File: src/rtl/ifu_pkg.sv
// Shared hxd32 fetch definitions: PC-control encodings and the prefetch entry layout.
package ifu_pkg;

    localparam int HXD_XLEN = 32;

    localparam logic PC_WR_INC  = 1'b0;
    localparam logic PC_WR_ALU  = 1'b1;
    localparam logic PC_INC_4   = 1'b0;
    localparam logic PC_INC_IMM = 1'b1;

    typedef struct packed {
        logic [HXD_XLEN-1:0] pc;
        logic [HXD_XLEN-1:0] data;
    } fetch_entry_t;

endpackage

File: src/rtl/ifu_fifo.sv
// In-order prefetch FIFO with registered storage, synchronous flush and occupancy count.
module ifu_fifo #(
    parameter int DEPTH = 4,
    parameter int W     = 64
) (
    input  logic                     clk_i,
    input  logic                     rst_n_i,
    input  logic                     push_i,
    input  logic                     pop_i,
    input  logic                     flush_i,
    input  logic [W-1:0]             wdata_i,
    output logic [W-1:0]             rdata_o,
    output logic [$clog2(DEPTH):0]   count_o,
    output logic                     full_o,
    output logic                     empty_o
);
    localparam int AW = $clog2(DEPTH);

    logic [W-1:0] mem [DEPTH];
    logic [AW:0]  wptr;
    logic [AW:0]  rptr;
    logic         do_push;
    logic         do_pop;

    // Pointers carry one extra wrap bit so full and empty are distinguishable.
    assign count_o = wptr - rptr;
    assign full_o  = (count_o == (AW+1)'(DEPTH));
    assign empty_o = (count_o == '0);
    assign rdata_o = mem[rptr[AW-1:0]];
    assign do_push = push_i & ~full_o & ~flush_i;
    assign do_pop  = pop_i & ~empty_o & ~flush_i;

    always_ff @(posedge clk_i or negedge rst_n_i) begin
        if (!rst_n_i) begin
            wptr <= '0;
            rptr <= '0;
        end else if (flush_i) begin
            wptr <= '0;
            rptr <= '0;
        end else begin
            if (do_push) wptr <= wptr + 1'b1;
            if (do_pop)  rptr <= rptr + 1'b1;
        end
    end

    always_ff @(posedge clk_i) begin
        if (do_push) mem[wptr[AW-1:0]] <= wdata_i;
    end

endmodule

File: src/rtl/ifu.sv
// hxd32 instruction fetch unit: owns the fetch PC, issues credit-limited iram reads,
// buffers responses in order and applies decode's branch/jump redirects.
module ifu
    import ifu_pkg::*;
#(
    parameter int               XLEN     = HXD_XLEN,
    parameter logic [XLEN-1:0]  RESET_PC = '0,
    parameter int               DEPTH    = 4
) (
    input  logic             clk_i,
    input  logic             rst_n_i,
    input  logic             pc_wr_en_i,
    input  logic             pc_wr_sel_i,
    input  logic             pc_inc_sel_i,
    input  logic [XLEN-1:0]  alu_data_i,
    input  logic [XLEN-1:0]  imm_rd_data_i,
    output logic             iram_rd_req_o,
    output logic [XLEN-1:0]  iram_rd_addr_o,
    input  logic             iram_rd_gnt_i,
    input  logic             iram_rd_rvalid_i,
    input  logic [XLEN-1:0]  iram_rd_data_i,
    output logic             inst_valid_o,
    output logic [XLEN-1:0]  inst_data_o,
    output logic [XLEN-1:0]  inst_pc_o,
    output logic [XLEN-1:0]  pc_next_o
);
    localparam int CW = $clog2(DEPTH) + 1;
    localparam logic [CW:0] CREDIT_MAX = (CW+1)'(DEPTH);

    logic [XLEN-1:0]   fpc;
    logic [XLEN-1:0]   rpc;
    logic [CW-1:0]     outstanding;
    logic [CW-1:0]     outstanding_nxt;
    logic [CW-1:0]     drop_cnt;
    logic [CW-1:0]     fifo_count;
    logic              fifo_full;
    logic              fifo_empty;
    logic [2*XLEN-1:0] fifo_rdata;
    fetch_entry_t      head;
    logic [CW:0]       credit_used;
    logic              fire;
    logic              redirect;
    logic              issue;
    logic              rvalid_live;
    logic              push;
    logic [XLEN-1:0]   target_raw;
    logic [XLEN-1:0]   target;

    assign head         = fifo_rdata;
    assign inst_valid_o = ~fifo_empty;
    assign inst_data_o  = head.data;
    assign inst_pc_o    = head.pc;
    assign pc_next_o    = head.pc + XLEN'(4);

    assign fire     = inst_valid_o & pc_wr_en_i;
    assign redirect = fire & ((pc_wr_sel_i == PC_WR_ALU) | (pc_inc_sel_i == PC_INC_IMM));

    assign target_raw = (pc_wr_sel_i == PC_WR_ALU) ? alu_data_i : head.pc + imm_rd_data_i;
    assign target     = {target_raw[XLEN-1:2], 2'b00};

    // Buffered plus in-flight words may never exceed the FIFO depth, so every
    // response always has a slot waiting for it.
    assign credit_used    = {1'b0, outstanding} + {1'b0, fifo_count};
    assign iram_rd_req_o  = rst_n_i & (credit_used < CREDIT_MAX) & ~redirect;
    assign iram_rd_addr_o = fpc;
    assign issue          = iram_rd_req_o & iram_rd_gnt_i;

    assign rvalid_live     = iram_rd_rvalid_i & (outstanding != '0);
    assign push            = rvalid_live & (drop_cnt == '0) & ~redirect;
    assign outstanding_nxt = outstanding + CW'(issue) - CW'(rvalid_live);

    always_ff @(posedge clk_i or negedge rst_n_i) begin
        if (!rst_n_i) begin
            fpc         <= RESET_PC;
            rpc         <= RESET_PC;
            outstanding <= '0;
            drop_cnt    <= '0;
        end else begin
            outstanding <= outstanding_nxt;
            if (redirect) begin
                fpc      <= target;
                rpc      <= target;
                drop_cnt <= outstanding_nxt;
            end else begin
                if (issue) fpc <= fpc + XLEN'(4);
                if (push)  rpc <= rpc + XLEN'(4);
                if (rvalid_live && drop_cnt != '0) drop_cnt <= drop_cnt - 1'b1;
            end
        end
    end

    ifu_fifo #(
        .DEPTH (DEPTH),
        .W     (2*XLEN)
    ) u_fifo (
        .clk_i   (clk_i),
        .rst_n_i (rst_n_i),
        .push_i  (push),
        .pop_i   (fire & ~redirect),
        .flush_i (redirect),
        .wdata_i ({rpc, iram_rd_data_i}),
        .rdata_o (fifo_rdata),
        .count_o (fifo_count),
        .full_o  (fifo_full),
        .empty_o (fifo_empty)
    );

    always_ff @(posedge clk_i) begin
        if (rst_n_i) begin
            assert (!(iram_rd_rvalid_i && outstanding == '0));
            assert (!(push && fifo_full));
        end
    end

endmodule

File: config.mk
export PLATFORM = sky130hd
export DESIGN_NAME = ifu
export DESIGN_NICKNAME = d
export VERILOG_FILES = /design/src/rtl/ifu_pkg.sv /design/src/rtl/ifu_fifo.sv /design/src/rtl/ifu.sv
export SDC_FILE = /design/constraint.sdc
export NUM_CORES = 1
export LEC_CHECK = 0
export CORE_MARGIN = 4
export CORE_UTILIZATION = 45
export CTS_BUF_LIST = sky130_fd_sc_hd__clkbuf_16
export CTS_CLUSTER_SIZE = 12
export DETAILED_ROUTE_END_ITERATION = 6
export PLACE_DENSITY = 0.81
export RECOVER_POWER = 50
export SYNTH_ARGS = -nofsm -noshare
export SYNTH_HDL_FRONTEND = slang
export SYNTH_SLANG_ARGS = --single-unit
File: constraint.sdc
create_clock -name clk_i -period 5.1 [get_ports clk_i]
set_clock_uncertainty 0.1 [all_clocks]
set_input_delay 0.765 -clock clk_i [delete_from_list [all_inputs] [get_ports clk_i]]
set_output_delay 0.765 -clock clk_i [all_outputs]
set_load 0.01 [all_outputs]
==> metrics.md, run 1 <==
| Metric | Value |
|---|---|
| Hold_buf cts | 0 |
| Die area | 37200 µm² |
| #FFs+latches synth | 320 |
| CP max stage cell | nor4_4 |
| Pin count of the biggest net entering global routing | 73 |
| CTS Sinks | 320 |
| Worst slew pin tran | 1.86 ns |
| Final ANT Viol Nets | 0 |
| WHS Path Cells | 1 |
| Outcome | finished, violations left |
| Cell Pwr Density | 580 nW/µm² |
| Final std cells w/o fill | 1841 |
| Main flop type after synthesis | edfxtp_1 |
| Vias per cell | 5.84 |
| Pwr Total | 11.2 mW |
| WS Path Type | flop to primary output |
| Die X | 193 µm |
| Number of library cell types mapped by synthesis | 75 |
| Clk buf depth | 3 |
| Total GRT Usage | 22.0% |
| Leakage power | 6.80 nW |
| Hold Vio Cnt, Final | 0 |
| Post-synth EDFFs | 248 |
| Clk pin slew, worst setup/hold paths | 0.06 ns |
| Avg Inst Size Synth | 13.6 µm² |
| Row count | 67 |
| Initial Utilization | 45.7% |
| Max Cap Viol | 1 |
| Io pins | 233 |
| Crit Path Max Fanout | 17 |
| Post-Synthesis Cell Area | 15400 µm² |
| Nets | 1518 |
| Final Setup Violations | 0 |
| CP Launch Type | flop |
| Post-synth ARST share | 22.5% |
| Rel. slew slack | -24.2% |
| Core footprint | 33600 µm² |
| IO Port Bufs | 222 |
| Vias | 10759 |
| Slew Limit Fails | 73 |
| Cells after Synth | 1126 |
| WL/cell | 22.5 µm |
| Element type at the critical path end | primary output |
| Total grt overflow | 0 |
| Max VDD drop | 0.000327 V |
| Vias in the first global route | 10786 |
| Data required time of the worst path | 4.24 ns |
| Antenna violations before repair | 3 |
| Area delta synth->final | 25.2% |
| HPWL Detailed | 29200 µm |
| Clock Tree Root | clkbuf_16 |
| Dpl cells | 1780 |
| Total CTS buffers | 35 |
| Skew-Pair Late Insertion Delay | 0.52 ns |
| Max Freq | 0.208 GHz |
| Setup TNS | 0 ns |
| Slowest stage delay, CP | 0.66 ns |
| Ys Warns | 0 |
| Register area | 9250 µm² |
| Final WL | 41500 µm |
| TritonCTS clock tree | built |
| Worst-path cell chain | buf_4 > buf_4 > mux4_2 > inv_1 > nor4_4 > and3_1 > xor2_1 > clkdlybuf4s50_1 |
| Most common cell after layout, fill and taps aside | edfxtp_1 |
| Worst path arrival time | 3.94 ns |
| Setup Fix Bufs, Post-CTS | 0 |
| Number of H-tree levels | 2 |
| Final period util | 94.2% |
| Violated checks | capacitance limit, slew limit |
| RD Place Congestion | 0.895 |
| Register area share after synthesis | 60.2% |
| First-pass GRT wire length | 62600 µm |
| # DRC | 0 |
| 1st-iter DRT viols | 1193 |
| Die Ht | 193 µm |
| R2R depth | 18 |
| Area of the multi-input gates | 5810 µm² |
| Fraction of final layout cells sized beyond drive strength 1 | 11.0% |
| Fill cells | 2661 |
| First drt pass iteration count | 5 |
| Top cell by count, worst path | buf_4 |
| Min Clock Period, post-route | 4.80 ns |
| Worst hold-check path type | flop to flop |
| Commonest cells after routing, fill and taps aside | edfxtp_1, clkdlybuf4s50_1, nand2_1, a21oi_1, dlygate4sd3_1 |
| RSZ-0062 raised after global routing | false |
==> timing repair <==
action | in CTS | in global routing
endpoints found under the setup margin | 0 | 1
gates resized for setup | 0 | 1
endpoints found under the hold margin | 0 | 0
==> where the power goes <==
part           leakage [nW]  internal [mW]  total, mW  switching, mW
combinational          3.15           2.27       5.03           2.75
clock                 0.540           1.32       2.30          0.977
sequential             3.11           3.32       3.83          0.508
==> flip-flops by register name, summed over array words and instances, names as in the netlist <==
signal and count:
u_fifo.mem 248, drop_cnt 3, outstanding 3, rpc 30
iram_rd_addr_o 30, u_fifo.rptr 3, u_fifo.wptr 3
==> cell type report <==
cell class,count,share of cell area (%)
flip-flops and latches,320,48.1
multi-input cells,736,30.2
clock inverters,23,0.716
repair buffers,243,12.7
inverters,33,0.644
diodes,2,0.0260
well taps,448,2.91
clock buffers,36,4.68
==> routing by layer <==
metal | track usage [%] | wire length, µm
met1 | 30.5 | 16900
met5 | 0 | 23
met4 | 6.20 | 1030
met3 | 4.18 | 3810
met2 | 35.8 | 19700
==> stage by stage <==
stage / area [µm²] / utilization, % / setup WS [ns] / hold slack, ns
5_1_grt: 19200 / 57.2 / 0.138 / 0.430
6_report: 19200 / 57.2 / 0.296 / 0.422
3_5_place_dp: 18200 / 54.1 / 0.566 / 0.412
4_1_cts: 19200 / 57.2 / 0.199 / 0.427
3_3_place_gp: 18200 / 54.1 / 0.670 / 0.399
2_1_floorplan: 15400 / - / 0.121 / 0.369
==> critical path, delay by kind of cell, from the launching register on <==
family        cells  cell delay, ns
buf+inv           4            1.39
simple gates      2            0.92
flops             1            0.62
mux               1            0.33
xor+xnor          1            0.16
==> path summary, 6_finish.rpt <==
path,startpoint,to,slack [ns]
max,u_fifo.rptr[1],pc_next_o[18],0.30
max in group asynchronous,rst_n_i,u_fifo.rptr[0],2.65
min,u_fifo.wptr[2],u_fifo.wptr[2],0.42
max reg2reg,u_fifo.rptr[0],drop_cnt[2],0.60
min in group asynchronous,rst_n_i,iram_rd_addr_o[29],0.89
min reg2reg,u_fifo.wptr[2],u_fifo.wptr[2],0.42
==> synth_stat cells (30+ instances only) <==
master	number	share of area (%)
dfrtp_1	72	12
o21ai_0	48	1.6
a21oi_1	79	2.6
xor2_1	41	2.3
nand3_1	30	0.98
xnor2_1	47	2.7
ha_1	44	3.6
nand2_1	93	2.3
edfxtp_1	248	48
mux4_2	62	9.1
inv_1	33	0.81
nor2_1	65	1.6
==> cells by family after synthesis <==
group | share of synthesized area [%]
buffers and inverters | 2.21
AOI/OAI and AO/OA | 9.09
DFF | 60.2
other | 0.0244
muxes | 9.43
xor gates and xnor gates | 5.16
and+or+nand+nor | 10.1
adders and majority gates | 3.84
No activity file was read; power rests on OpenSTA's default activity.
==> run 2, diff against run 1 <==
CELL_PAD_IN_SITES_DETAIL_PLACEMENT = 0   (was unset)
CELL_PAD_IN_SITES_GLOBAL_PLACEMENT = 1   (was unset)
CORE_UTILIZATION = 40   (was 45)
PLACE_DENSITY = 0.86   (was 0.81)
SKIP_LAST_GASP = 1   (was unset)
==> metrics.md, run 2 (synthesis results as in run 1) <==
| Metric | Value |
|---|---|
| Total CTS buffers | 35 |
| Place WS | 0.496 ns |
| HP Start | u_fifo.wptr[2] |
| Area delta synth->final | 25.4% |
| IO Port Bufs | 222 |
| Vias per cell | 5.55 |
| Clk buf depth | 3 |
| Worst hold-check path type | flop to flop |
| CP Launch Type | flop |
| Die X | 204 µm |
| Final period util | 93.0% |
| Antenna violations before repair | 1 |
| Row count | 71 |
| Setup ws final | 0.357 ns |
| Clock Tree Root | clkbuf_16 |
| Met1 global-route usage | 27.5% |
| Hold endpoint | u_fifo.wptr[2] |
| Total GRT Usage | 19.2% |
| NetSw | 4.20 mW |
| Clk pin slew, worst setup/hold paths | 0.06 ns |
| Final Setup Violations | 0 |
| Total grt overflow | 0 |
| First-pass GRT wire length | 62300 µm |
| Max Freq | 0.211 GHz |
| Fraction of final layout cells sized beyond drive strength 1 | 10.9% |
| Flop-to-flop setup slack | 0.50 ns |
| Worst path arrival time | 3.88 ns |
| Max FFs per register | 248 |
| TritonCTS clock tree | built |
| Die Ht | 204 µm |
| WS Path Type | flop to primary output |
| Pwr Total | 11.2 mW |
| Max Cap Viol | 0 |
| Seq pwr share | 34.0% |
| Skew-Pair Late Insertion Delay | 0.52 ns |
| Gate power share | 44.9% |
| Most common cell after layout, fill and taps aside | edfxtp_1 |
| RSZ-0062 raised after global routing | false |
| Vias in the first global route | 10457 |
| Reg2reg end | u_fifo.mem[3][26] |
| Slew Limit Fails | 0 |
| 1st-iter DRT viols | 780 |
| First drt pass iteration count | 7 |
| CTS Sinks | 320 |
| Min Clock Period, post-route | 4.74 ns |
| Number of H-tree levels | 2 |
| WL/cell | 21.4 µm |
| Leakage power | 6.79 nW |
| WHS Path Cells | 1 |
| R2R depth | 9 |
| Met3 Track Usage GR | 3.65% |
| Nets | 1515 |
| Final std cells w/o fill | 1895 |
| Die area | 41600 µm² |
| Hold Vio Cnt, Final | 0 |
| Final ANT Viol Nets | 0 |
| Outcome | completed |
| Rel. slew slack | 7.31% |
| Initial Utilization | 40.7% |
| Pin count of the biggest net entering global routing | 65 |
| Setup TNS | 0 ns |
| Busiest layer in global routing | met2 |
| Core footprint | 37800 µm² |
| Crit Path Max Fanout | 19 |
| Pint | 6.97 mW |
| Element type at the critical path end | primary output |
| Clk pwr share | 21.1% |
| Io pins | 233 |
| Max VDD drop | 0.000353 V |
| Final WL | 40600 µm |
| Switch share | 37.6% |
| Data required time of the worst path | 4.24 ns |
| Worst r2r src | u_fifo.rptr[0] |
| Met2 Use GR | 30.7% |
| WHS | 0.410 ns |
| HPWL Detailed | 28700 µm |
| Worst slew pin tran | 1.39 ns |
| Commonest cells after routing, fill and taps aside | edfxtp_1, clkdlybuf4s50_1, nand2_1, dlygate4sd3_1, a21oi_1 |
| # diodes | 0 |
| RD Place Congestion | 0.841 |
| Vias | 10508 |
| Setup Fix Bufs, Post-CTS | 0 |
| # DRC | 0 |
| Dpl cells | 1840 |
| Cell Pwr Density | 580 nW/µm² |
run 2: timing repair:
action                     CTS  global route
hold buffers                 0             0
setup endpoints to repair    0             3
resized for setup            0             1
run 2: power groups by stage:
stage,Clock (mW),Combinational (mW),Sequential [mW]
after global placement,0,5.04,3.81
after CTS,2.40,5.13,3.80
final,2.35,5.02,3.80
after detailed placement,0,5.10,3.84
after global routing,2.50,5.47,3.87
after floorplan,0,3.02,3.72
run 2: area by class of cell:
class / count / area, µm²
fill: 3179 / 18500
sequential: 320 / 9250
multi-input combinational: 736 / 5820
timing repair buffer: 240 / 2380
clock buffer: 36 / 901
tap: 511 / 639
clock inverter: 19 / 154
inverter: 33 / 124
run 2: routing by layer:
metal | vias up | part of all wire, %
met4 | 2 | 2.4
met5 | - | 0.032
li1 | 4802 | -
met1 | 5257 | 43
met3 | 62 | 7.3
met2 | 385 | 47
run 2: critical path, stage by stage, from the launching register on:
cell             delay [ns]
dfrtp_4                0.69
ha_1                   0.21
inv_1                  0.04
fa_1                   0.35
xnor3_1                0.52
ha_1                   0.31
nor4b_4                0.34
o21ai_0                0.18
nor2_1                 0.16
clkdlybuf4s50_1        0.56
run 2: how the worst max path moves through the flow:
stage / startpoint / endpoint / slack, ns / cells past startpoint
final: u_fifo.rptr[0] / iram_rd_req_o / 0.36 / 9
after global placement: u_fifo.rptr[0] / drop_cnt[2] / 0.55 / 18
after CTS: u_fifo.rptr[0] / pc_next_o[18] / 0.13 / 8
after detailed placement: u_fifo.rptr[0] / drop_cnt[2] / 0.50 / 18
after global routing: u_fifo.rptr[0] / iram_rd_req_o / 0.05 / 9
after floorplan: u_fifo.rptr[1] / drop_cnt[2] / 0.12 / 21
run 2: through the flow:
stage / util (%) / area, µm²
global route: 51.0 / 19300
global placement: 48.3 / 18200
CTS: 51.1 / 19300
floorplan: - / 15400
finish: 51.0 / 19300
detailed placement: 48.3 / 18200
==> run 3, diff against run 2 <==
PLACE_DENSITY = unset   (was 0.86)
PLACE_DENSITY_LB_ADDON = 0.05   (was unset)
==> metrics.md, run 3 (synthesis results as in run 1) <==
| Metric | Value |
|---|---|
| Pin count of the biggest net entering global routing | 65 |
| Initial Utilization | 40.7% |
| Antenna violations before repair | 0 |
| Final ANT Viol Nets | 0 |
| Outcome | finished, violations left |
| Min Clock Period, post-route | 4.73 ns |
| Worst r2r src | u_fifo.rptr[0] |
| Worst-path cell chain | buf_4 > mux4_2 > and2_1 > and3_1 > nand2_2 > nor4_4 > and3_1 > xor2_1 > clkdlybuf4s50_1 |
| Max VDD drop | 0.000294 V |
| Fraction of final layout cells sized beyond drive strength 1 | 11.1% |
| Violated checks | capacitance limit, slew limit |
| Setup TNS | 0 ns |
| Vias | 10214 |
| Final period util | 92.8% |
| # DRC | 0 |
| RD Place Congestion | 0.813 |
| Vias per cell | 5.36 |
| Total grt overflow | 0 |
| Hold_buf cts | 0 |
| Top delay family on crit path | simple AND/OR/NAND/NOR gates |
| Setup Fix Bufs, Post-CTS | 0 |
| Setup ws final | 0.366 ns |
| Worst slew pin tran | 2.14 ns |
| Critical Path Sink | pc_next_o[30] |
| Top cell by count, worst path | and3_1 |
| Slowest stage delay, CP | 0.59 ns |
| Max Freq | 0.211 GHz |
| Place WS | 0.657 ns |
| # diodes | 0 |
| Met1 wire length | 20100 µm |
| Crit Path Max Fanout | 11 |
| CP max stage cell | dfrtp_4 |
| Area delta synth->final | 26.2% |
| WL/cell | 22.4 µm |
| Clk buf depth | 3 |
| Die Ht | 204 µm |
| Die area | 41600 µm² |
| Cell Pwr Density | 584 nW/µm² |
| First-pass GRT wire length | 65400 µm |
| Vias in the first global route | 10473 |
| CP Buf/Inv Count | 2 |
| Max FFs per register | 248 |
| First drt pass iteration count | 5 |
| Final WL | 42700 µm |
| Leakage power | 6.85 nW |
| Rel. slew slack | -43.0% |
| Area of the multi-input gates | 5790 µm² |
| Slew Limit Fails | 37 |
| Row count | 71 |
| Pwr Total | 11.3 mW |
| Io pins | 233 |
| Met3 wire len | 1920 µm |
| Skew-Pair Late Insertion Delay | 0.52 ns |
| Total GRT Usage | 20.5% |
| Clock Tree Root | clkbuf_16 |
| CP Launch Type | flop |
| IO Port Bufs | 222 |
| Worst path arrival time | 3.87 ns |
| Total CTS buffers | 37 |
| Post-CTS sizing | 0 |
| Hold Vio Cnt, Final | 0 |
| 1st-iter DRT viols | 566 |
| Number of H-tree levels | 2 |
| Levels on crit path | 9 |
| HPWL Detailed | 30300 µm |
| R2R depth | 13 |
| Max Cap Viol | 1 |
| RSZ-0062 raised after global routing | false |
| TritonCTS clock tree | built |
| Top layer in use | met4 |
| CTS Sinks | 320 |
| Most common cell after layout, fill and taps aside | edfxtp_1 |
| Flop-to-flop setup slack | 0.59 ns |
| Nets | 1520 |
| Data required time of the worst path | 4.24 ns |
| Element type at the critical path end | primary output |
| Fill cells | 3320 |
| WS Path Type | flop to primary output |
| Met2 WL | 19800 µm |
| Die X | 204 µm |
| Register area | 9250 µm² |
| Final Setup Violations | 0 |
| Core footprint | 37800 µm² |
| Start point of the critical path | u_fifo.rptr[0] |
| Clk pin slew, worst setup/hold paths | 0.06 ns |
| Worst hold-check path type | flop to flop |
| Reg2reg end | iram_rd_addr_o[11] |
| Commonest cells after routing, fill and taps aside | edfxtp_1, clkdlybuf4s50_1, nand2_1, dlygate4sd3_1, a21oi_1 |
==> run 3: where the power goes <==
group          internal [mW]  switching (mW)
logic                   2.27            2.77
registers               3.33           0.467
clock network           1.48            1.02
==> run 3: layer usage <==
| layer | GRT usage, % | up-vias |
|---|---|---|
| met1 | 30.2 | 5104 |
| met2 | 32.5 | 245 |
| met4 | 4.81 | 0 |
| met5 | 0 | - |
| met3 | 3.03 | 60 |
| li1 | - | 4805 |
==> run 3: layout make-up <==
type	count	share of cell area (%)
well taps	511	3.30
repair buffers	243	12.6
multi-input cells	736	29.9
inverters	33	0.639
clock buffers	39	5.03
flip-flops and latches	320	47.7
clock inverters	24	0.858
==> run 3: worst min-delay path by stage <==
stage / slack (ns) / depth (start not counted) / start / end
floorplan: 0.37 / 0 / rst_n_i / drop_cnt[0]
global placement: 0.41 / 1 / u_fifo.wptr[2] / u_fifo.wptr[2]
detailed placement: 0.41 / 1 / u_fifo.wptr[2] / u_fifo.wptr[2]
CTS: 0.11 / 1 / rst_n_i / iram_rd_addr_o[25]
global route: 0.43 / 1 / u_fifo.wptr[2] / u_fifo.wptr[2]
finish: 0.41 / 1 / u_fifo.wptr[2] / u_fifo.wptr[2]
==> run 3: worst reg2reg max path: cells and delay by family, from the launching register on <==
family / cells / cell delay (ns)
fa+ha+maj: 2 / 0.55
flops: 1 / 0.57
simple gates: 3 / 0.84
buf+inv: 3 / 0.83
xor+xnor: 1 / 0.44
compound gates: 4 / 1.10
==> run 3: per-stage QoR <==
step	area (µm²)	util (%)	instances	hold WS (ns)
after floorplan	15400	-	1131	0.369
after global routing	19400	51.4	1906	0.434
after CTS	19400	51.5	1906	0.111
final	19400	51.4	1906	0.412
after global placement	18300	48.4	1843	0.405
after detailed placement	18300	48.4	1843	0.411
